--- src/rtl/sw_event_pkg.sv ---
//------------------------------------------------------------------------------
// Module : sw_event_pkg
// Brief  : Shared defaults, event-entry field layout and FSM encoding.
// Rev    : 1.0  initial release
//------------------------------------------------------------------------------
`default_nettype none

package sw_event_pkg;

    localparam int c_nsw_default   = 2;
    localparam int c_depth_default = 4;
    localparam int c_ts_w_default  = 16;

    localparam int c_entry_w    = 32;
    localparam int c_lvl_lsb    = 0;
    localparam int c_rise_lsb   = 2;
    localparam int c_fall_lsb   = 4;
    localparam int c_ts_lsb     = 16;
    localparam int c_ts_field_w = 16;

    typedef enum logic [0:0] {
        S_PRIME = 1'b0,
        S_RUN   = 1'b1
    } state_t;

endpackage

`default_nettype wire

--- src/rtl/evt_fifo.sv ---
//------------------------------------------------------------------------------
// Module : evt_fifo
// Brief  : Synchronous show-ahead FIFO; push into a full FIFO is accepted only
//          when a pop is accepted in the same cycle.
// Rev    : 1.0  initial release
//------------------------------------------------------------------------------
`default_nettype none

module evt_fifo #(
    parameter int DEPTH = 4,
    parameter int WIDTH = 32
) (
    input  logic                       clk,
    input  logic                       rst,
    input  logic                       push,
    input  logic [WIDTH-1:0]           wr_data,
    input  logic                       pop,
    output logic [WIDTH-1:0]           rd_data,
    output logic                       full,
    output logic                       empty,
    output logic [$clog2(DEPTH):0]     count
);

    localparam int AW = $clog2(DEPTH);
    localparam logic [AW-1:0] c_ptr_one  = 1;
    localparam logic [AW:0]   c_cnt_one  = 1;
    localparam logic [AW:0]   c_cnt_full = (AW+1)'(DEPTH);

    logic [WIDTH-1:0] r_mem [DEPTH];
    logic [AW-1:0]    r_wr_ptr;
    logic [AW-1:0]    r_rd_ptr;
    logic [AW:0]      r_count;
    logic             w_push_ok;
    logic             w_pop_ok;

    assign empty     = (r_count == '0);
    assign full      = (r_count == c_cnt_full);
    assign count     = r_count;
    assign w_pop_ok  = pop && !empty;
    assign w_push_ok = push && (!full || w_pop_ok);
    assign rd_data   = empty ? '0 : r_mem[r_rd_ptr];

    // Pointers wrap naturally because DEPTH is a power of two.
    always_ff @(posedge clk or posedge rst) begin
        if (rst) begin
            r_wr_ptr <= '0;
            r_rd_ptr <= '0;
            r_count  <= '0;
        end else begin
            if (w_push_ok) r_wr_ptr <= r_wr_ptr + c_ptr_one;
            if (w_pop_ok)  r_rd_ptr <= r_rd_ptr + c_ptr_one;
            case ({w_push_ok, w_pop_ok})
                2'b10:   r_count <= r_count + c_cnt_one;
                2'b01:   r_count <= r_count - c_cnt_one;
                default: r_count <= r_count;
            endcase
        end
    end

    always_ff @(posedge clk) begin
        if (w_push_ok) r_mem[r_wr_ptr] <= wr_data;
    end

endmodule

`default_nettype wire

--- src/rtl/sw_event_queue.sv ---
//------------------------------------------------------------------------------
// Module : sw_event_queue
// Brief  : Timestamped switch-edge event queue with sticky overflow and IRQ.
// Rev    : 1.0  initial release
//------------------------------------------------------------------------------
`default_nettype none

module sw_event_queue
    import sw_event_pkg::*;
#(
    parameter int NSW   = c_nsw_default,
    parameter int DEPTH = c_depth_default,
    parameter int TS_W  = c_ts_w_default
) (
    input  logic                       clk,
    input  logic                       reset,
    input  logic [NSW-1:0]             sw_db,
    input  logic                       pop,
    input  logic                       clr_ovf,
    input  logic                       irq_en,
    output logic                       evt_valid,
    output logic [c_entry_w-1:0]       evt_data,
    output logic [$clog2(DEPTH):0]     evt_count,
    output logic                       overflow,
    output logic                       fabint
);

    localparam logic [TS_W-1:0] c_ts_one = 1;

    state_t                    r_state;
    state_t                    w_state_next;
    logic [TS_W-1:0]           r_ts;
    logic [NSW-1:0]            r_sw_prev;
    logic [NSW-1:0]            w_rise;
    logic [NSW-1:0]            w_fall;
    logic [c_ts_field_w-1:0]   w_ts_field;
    logic [c_entry_w-1:0]      w_entry;
    logic                      w_push;
    logic                      w_full;
    logic                      w_empty;
    logic                      w_drop;
    logic                      r_overflow;
    logic                      r_fabint;

    assign w_rise     = sw_db & ~r_sw_prev;
    assign w_fall     = ~sw_db & r_sw_prev;
    assign w_ts_field = c_ts_field_w'(r_ts);
    assign w_entry    = (c_entry_w'(sw_db)      << c_lvl_lsb)
                      | (c_entry_w'(w_rise)     << c_rise_lsb)
                      | (c_entry_w'(w_fall)     << c_fall_lsb)
                      | (c_entry_w'(w_ts_field) << c_ts_lsb);

    // A push lost to a full queue is one that the same-cycle pop cannot make room for.
    assign w_drop    = w_push && w_full && !(pop && evt_valid);
    assign evt_valid = !w_empty;
    assign overflow  = r_overflow;
    assign fabint    = r_fabint;

    always_comb begin
        w_state_next = r_state;
        w_push       = 1'b0;
        case (r_state)
            S_PRIME: w_state_next = S_RUN;
            S_RUN:   w_push       = |(sw_db ^ r_sw_prev);
            default: w_state_next = S_PRIME;
        endcase
    end

    always_ff @(posedge clk or posedge reset) begin
        if (reset) begin
            r_state    <= S_PRIME;
            r_ts       <= '0;
            r_sw_prev  <= '0;
            r_overflow <= 1'b0;
            r_fabint   <= 1'b0;
        end else begin
            r_state   <= w_state_next;
            r_ts      <= r_ts + c_ts_one;
            r_sw_prev <= sw_db;
            if (w_drop)       r_overflow <= 1'b1;
            else if (clr_ovf) r_overflow <= 1'b0;
            r_fabint  <= irq_en && ((evt_count != '0) || r_overflow);
        end
    end

    evt_fifo #(
        .DEPTH (DEPTH),
        .WIDTH (c_entry_w)
    ) u_fifo (
        .clk     (clk),
        .rst     (reset),
        .push    (w_push),
        .wr_data (w_entry),
        .pop     (pop),
        .rd_data (evt_data),
        .full    (w_full),
        .empty   (w_empty),
        .count   (evt_count)
    );

endmodule

`default_nettype wire

--- config.mk ---
export PLATFORM = sky130hd
export DESIGN_NAME = sw_event_queue
export DESIGN_NICKNAME = d
export VERILOG_FILES = /design/src/rtl/sw_event_pkg.sv /design/src/rtl/evt_fifo.sv /design/src/rtl/sw_event_queue.sv
export SDC_FILE = /design/constraint.sdc
export NUM_CORES = 1
export LEC_CHECK = 0
export CAP_MARGIN = 0
export CORE_MARGIN = 8
export CORE_UTILIZATION = 30
export DETAILED_ROUTE_END_ITERATION = 6
export PLACE_DENSITY = 0.48
export SLEW_MARGIN = 30
export SYNTH_ARGS = -nofsm -noshare
export SYNTH_HDL_FRONTEND = slang
export SYNTH_SLANG_ARGS = --single-unit
export TNS_END_PERCENT = 20
--- constraint.sdc ---
create_clock -name clk -period 2.7 [get_ports clk]
set_clock_uncertainty 0.2 [all_clocks]
set_input_delay 0.54 -clock clk [delete_from_list [all_inputs] [get_ports clk]]
set_output_delay 0.54 -clock clk [all_outputs]
set_load 0.005 [all_outputs]
Yosys cells after proc, flatten, opt, wreduce, memory -nomap -nowiden --
Memory sizes are Yosys's and may differ from the RTL's. Index checks and enable logic that the tools add are counted.
Cells by class: $add $sub $neg 5, equality and inequality tests 3, mux-type cells 7, bitwise logic cells 8, reduce and logical (&&, ||, !) cells 15
Operators by type and width (count):
- $mux W32 | 1
- $or A6 B32 Y32 | 1
- $add A16 B1 Y16 const B | 1
- $or A4 B6 Y6 | 1
- $pmux W3 S2 | 1
- $logic_and A1 B1 Y1 | 5
- $mux W1 | 5
- $add A2 B1 Y2 const B | 2
- $and A2 B2 Y2 | 2
- $not A2 Y2 | 2
- $or A2 B4 Y4 | 1
- $reduce_bool A2 Y1 | 2
- $add A3 B1 Y3 const B | 1
- $eq A3 B3 Y1 const B | 1
- $logic_not A1 Y1 | 3
- $logic_not A3 Y1 | 1
- $reduce_bool A3 Y1 | 1
- $sub A3 B1 Y3 const B | 1
- $eq A2 B1 Y1 const B | 1
- $eq A2 B2 Y1 const B | 1
- $logic_or A1 B1 Y1 | 2
- $reduce_or A2 Y1 | 1
- $xor A2 B2 Y2 | 1
Storage, ports and cells: register bits 28, bits in writable memories 128, input bits 7, memories 1
Memories:
- u_fifo.r_mem | depth 4, width 32, rd ports 1, clocked after Yosys merged registers in 0, wr ports 1, RTL line evt_fifo.sv:29 | logic [WIDTH-1:0] r_mem [DEPTH];

Longest topological paths before layout --
Gate-level depths: netlist of the first run.
depth after elaboration 7, gate-level depth with buffers 12, depth with buffers taken out 11

Modules after synthesis --
A second synthesis of the first run with hierarchy kept.
Unflattened totals: cell total of the unflattened synthesis 339, area total of the unflattened synthesis 6298.5 um2
By module, submodules not included:
- evt_fifo | instances 1, cells each 259, area an instance 5352.6 um2, seq. area each 4018.9 um2
- sw_event_queue | instances 1, cells each 80, area an instance 945.9 um2, seq. area each 525.5 um2

Worst setup path after synthesis of the first run --
Ideal clock, no wire load.
path kind input to register, start in pop, end reg u_fifo.r_count[2] (netlist: u_fifo.count[2]), library setup time 0.079 ns, data arrival time 2.319 ns, required time 2.421 ns, setup slack 0.102 ns, stages on the path 10, path through or4b_1 > and3_1 > buf_6 > inv_1 > ha_1 > inv_1 > fa_1 > xor2_1 > nor2_1 > xor2_1
On the way: cells in the longest elaborated chain, start to end 5, elaborated cells between the ends (all ways) 7
RTL lines:
- from (decl) | RTL line sw_event_queue.sv:18 | input logic pop,
- $logic_and A1 B1 Y1 (*) | RTL line evt_fifo.sv:39 | assign w_pop_ok = pop && !empty;
- $logic_or A1 B1 Y1 | RTL line evt_fifo.sv:40 | assign w_push_ok = push && (!full || w_pop_ok);
- $logic_and A1 B1 Y1 | RTL line evt_fifo.sv:40
- $eq A2 B1 Y1 / $eq A2 B2 Y1 (equally long branches) | RTL line evt_fifo.sv:52 | case ({w_push_ok, w_pop_ok})
- $pmux W3 S2 / $reduce_bool A2 Y1 (equally long branches)
- to (signal assigned) | RTL line evt_fifo.sv:53 | 2'b10: r_count <= r_count + c_cnt_one;
- to (signal assigned) | RTL line evt_fifo.sv:54 | 2'b01: r_count <= r_count - c_cnt_one;
- to (signal assigned) | RTL line evt_fifo.sv:55 | default: r_count <= r_count;
- to (decl) | RTL line evt_fifo.sv:32 | logic [AW:0] r_count;
Every way passes the cells marked *; elsewhere a longest branch is shown, timed or not. A chain may end at the register's enable or synchronous reset.

Worst setup path in the final report of the first run --
start reg u_fifo.r_rd_ptr[0], end out evt_data[26]
On the way: cells in the longest elaborated chain, start to end 2
RTL lines:
- from (decl) | RTL line evt_fifo.sv:31 | logic [AW-1:0] r_rd_ptr;
- from (signal assigned) | RTL line evt_fifo.sv:51 | if (w_pop_ok) r_rd_ptr <= r_rd_ptr + c_ptr_one;
- $mem_v2 Z4 W32
- $mux W32 | RTL line evt_fifo.sv:41 | assign rd_data = empty ? '0 : r_mem[r_rd_ptr];
- to (decl) | RTL line sw_event_queue.sv:22 | output logic [c_entry_w-1:0] evt_data,
Every way passes these cells.

==> out/qor.csv, run 1 <==
stage,metric,value,unit
power_and_ir_drop,Tot Pwr,0.00663,W
run,max_cap viols,0,
floorplan,die area,19900,um^2
outcome,status,"complete, no violations",
floorplan,FP Rows,45,
routing,drt pass-1 iters,4,
synth,Synth top cells by count,"edfxtp_1 (88), dfrtp_1 (28), and2_1 (27)",
floorplan,initial core utilization,0.308,
synth,most numerous cell in the Yosys netlist,edfxtp_1,
routing,via/cell ratio,4.26,
synth,largest area contributor in the netlist,edfxtp_1,
grt,all-layer global routing usage,0.0998,
grt,largest net degree at the start of global routing,29,
layout,Layout area overhead,31.0,%
layout,share of cells above drive strength 1,0.351,
timing,fin crit share,0.987,
critical_path,critical path startpoint category,flip-flop,
clocking,clock slew at reported path FFs,0.05,ns
clocking,CTS HTree Levels,4,
placed_design,PortBufs,34,
clocking,Max Root-Sink Buffers,2,
critical_path,Setup crit start,u_fifo.r_rd_ptr[0]$_DFFE_PP0P_,
synth,synth unique cells,28,
timing,Final Hold Viols,0,
clocking,clock sinks,116,
grt,first-pass GRT wire length,14.8,mm
clocking,CTS root buf,clkbuf_16,
timing,Pins Over Slew Limit,0,
layout,Final Util,0.404,
critical_path,flop2flop setup slack,0.21,ns
timing,final setup fails,0,
layout,fin area,6160,um^2
floorplan,chip height,141,um
routing,WL per Instance,16.1,um
synth,Synth Flop Type,edfxtp_1,
placed_design,final RePlAce weighted congestion,0.676,
clocking,CTS buffer count,17,
power_and_ir_drop,PwrDens,1080,nW/um^2
hold_path,worst hold-check path type,in -> async,
placed_design,Placed Instances,519,
grt,"Remaining Overflow, GRT",0,
synth,dominant cells by area after synthesis,"edfxtp_1 (56%), dfrtp_1 (15%), mux4_2 (11%)",
timing,RSZ-0062 raised after global routing,true,
routing,vias,2416,
synth,Mapped Cells,266,
synth,Post-Syn Area per Cell,17.7,um^2
layout,Non-Filler Instances,567,
grt,initial antenna violation count,0,
critical_path,Critical Path Sink,evt_data[26],
grt,vias in the first global route,2663,
critical_path,Crit Path Category,reg -> out,
critical_path,r2r endpoint,u_fifo.count[2]$_DFFE_PP0P_,
synth,"Seq/Total Area, Yosys",0.711,
critical_path,worst path required time,1.96,ns
routing,drt drc,0,
floorplan,top-level I/O count,45,
clocking,Hold Buf Count CTS,0,
synth,Yosys reg bits,116,
critical_path,nature of the critical path endpoint,output pin,
power_and_ir_drop,P_leak,2.41,nW
clocking,CTS tree,yes,
synth,top-area cell type share of the netlist area,0.562,
floorplan,area of the core,15300,um^2
placed_design,Post-DP Area,5430,um^2
layout,diodes inserted,0,
synth,Post-synth EDFFs,88,
timing,Max Clock Freq,0.375,GHz
routing,antenna-violating nets left,0,
critical_path,critical path arrival,1.92,ns
critical_path,worst-path maximum fanout,7,
routing,final WL,9.12,mm
placed_design,hpwl dp,5.60,mm
synth,Yosys warning count,0,
layout,nets,361,
floorplan,die extent in x,141,um
critical_path,Reg2Reg Depth,9,
power_and_ir_drop,Peak VDD IR,0.408,mV
synth,Async SR Flop Fraction,0.241,
routing,DRT iter0 DRCs,124,
clocking,clock latency on the worst-skew pair,0.40,ns
timing,min cycle time layout,2.66,ns
critical_path,RR Startpoint,u_fifo.count[1]$_DFFE_PP0P_,
synth,area of the mapped netlist,4700,um^2
[layout by cell type, fill, tap and decap left out, types with 2 or more instances in the layout]
cell	count
edfxtp_1	88
dfrtp_1	27
mux4_2	22
clkbuf_16	18
inv_1	16
and2_4	16
buf_4	16
xor2_1	13
buf_6	13
clkdlybuf4s50_1	12
and2_1	11
conb_1	11
ha_1	9
buf_2	9
buf_12	8
xnor2_1	7
clkbuf_2	7
nand3_1	6
clkinv_2	5
nor4_1	4
nand2_1	4
nor3_1	4
nor2_1	4
clkinv_1	4
nand4_1	3
clkbuf_1	2
bufinv_16	2
buf_8	2
[critical path, stage by stage, from the launching register on]
cell	delay, ns
dfrtp_2	0.47
clkbuf_16	0.20
buf_4	0.11
mux4_2	0.48
and2_4	0.16
clkbuf_2	0.10
[metal layers]
metal	global-route usage	part of all wire	vias to the layer above
met5	0	0	-
met4	0.0441	0.016	0
met3	0.0358	0.048	9
met2	0.160	0.49	54
met1	0.119	0.45	1234
li1	-	-	1119
[how the worst min path moves through the flow]
stage / to / slack (ns) / depth (start not counted)
after floorplan: r_ts[15]$_DFF_PP0_ / 0.29 / 1
after global placement: u_fifo.count[2]$_DFFE_PP0P_ / 0.31 / 1
after detailed placement: u_fifo.count[2]$_DFFE_PP0P_ / 0.32 / 1
after CTS: overflow$_DFFE_PP0P_ / 0.32 / 3
after global routing: overflow$_DFFE_PP0P_ / 0.35 / 3
final: overflow$_DFFE_PP0P_ / 0.32 / 3
[power breakdown]
part	leakage, nW	internal [W]	switching, W
registers	1.16	0.00221	0.000121
logic	0.980	0.00139	0.000856
clock network	0.270	0.00133	0.000722
total	2.41	0.00493	0.00170
[cell type report]
cell class	count	area, um^2
Fill cell	1402	9090
Sequential cell	116	3340
Multi-Input combinational cell	124	1260
Timing Repair Buffer	68	682
Clock buffer	19	433
Tap cell	211	264
Clock inverter	13	116
Inverter	16	60.1
[registers in the layout, summed over array words and instances (netlist names)]
register / flops
u_fifo.r_mem: 88
r_ts: 16
u_fifo.count: 3
r_sw_prev: 2
u_fifo.r_rd_ptr: 2
u_fifo.r_wr_ptr: 2
fabint: 1
overflow: 1
r_state: 1
[through the flow]
stage	setup TNS [ns]	hold WS (ns)	setup slack (ns)
CTS	-0.474	0.320	-0.0820
finish	0	0.317	0.0360
global placement	-7.50	0.313	-0.314
detailed placement	-6.55	0.319	-0.306
global route	-0.248	0.348	-0.0498
floorplan	0	0.286	0.102
[what timing repair did]
action	4_1_cts	5_1_grt
endpoints found under the setup margin	23	23
resized for setup	93	29
setup buffers	15	0
cloned	1	0
pin swaps	3	11
endpoints found under the hold margin	0	0
[cells by family (layout without fill, tap and decap cells)]
logic type / count (synthesis) / after routing / share of synthesized area
flops: 116 / 116 / 0.711
simple gates: 56 / 56 / 0.0678
buf+inv: 35 / 116 / 0.0383
mux: 24 / 24 / 0.111
xor+xnor: 20 / 20 / 0.0372
fa+ha+maj: 11 / 11 / 0.0309
other cells: 2 / 11 / 0.00160
compound gates: 2 / 2 / 0.00293
No activity file was read; power rests on OpenSTA's default activity.
==> inputs of run 2 (changes only) <==
Settings changed: HOLD_SLACK_MARGIN set to 0.08.
==> results of run 2 <==
No change in the layout: final DEF, timing and power equal those of run 1.
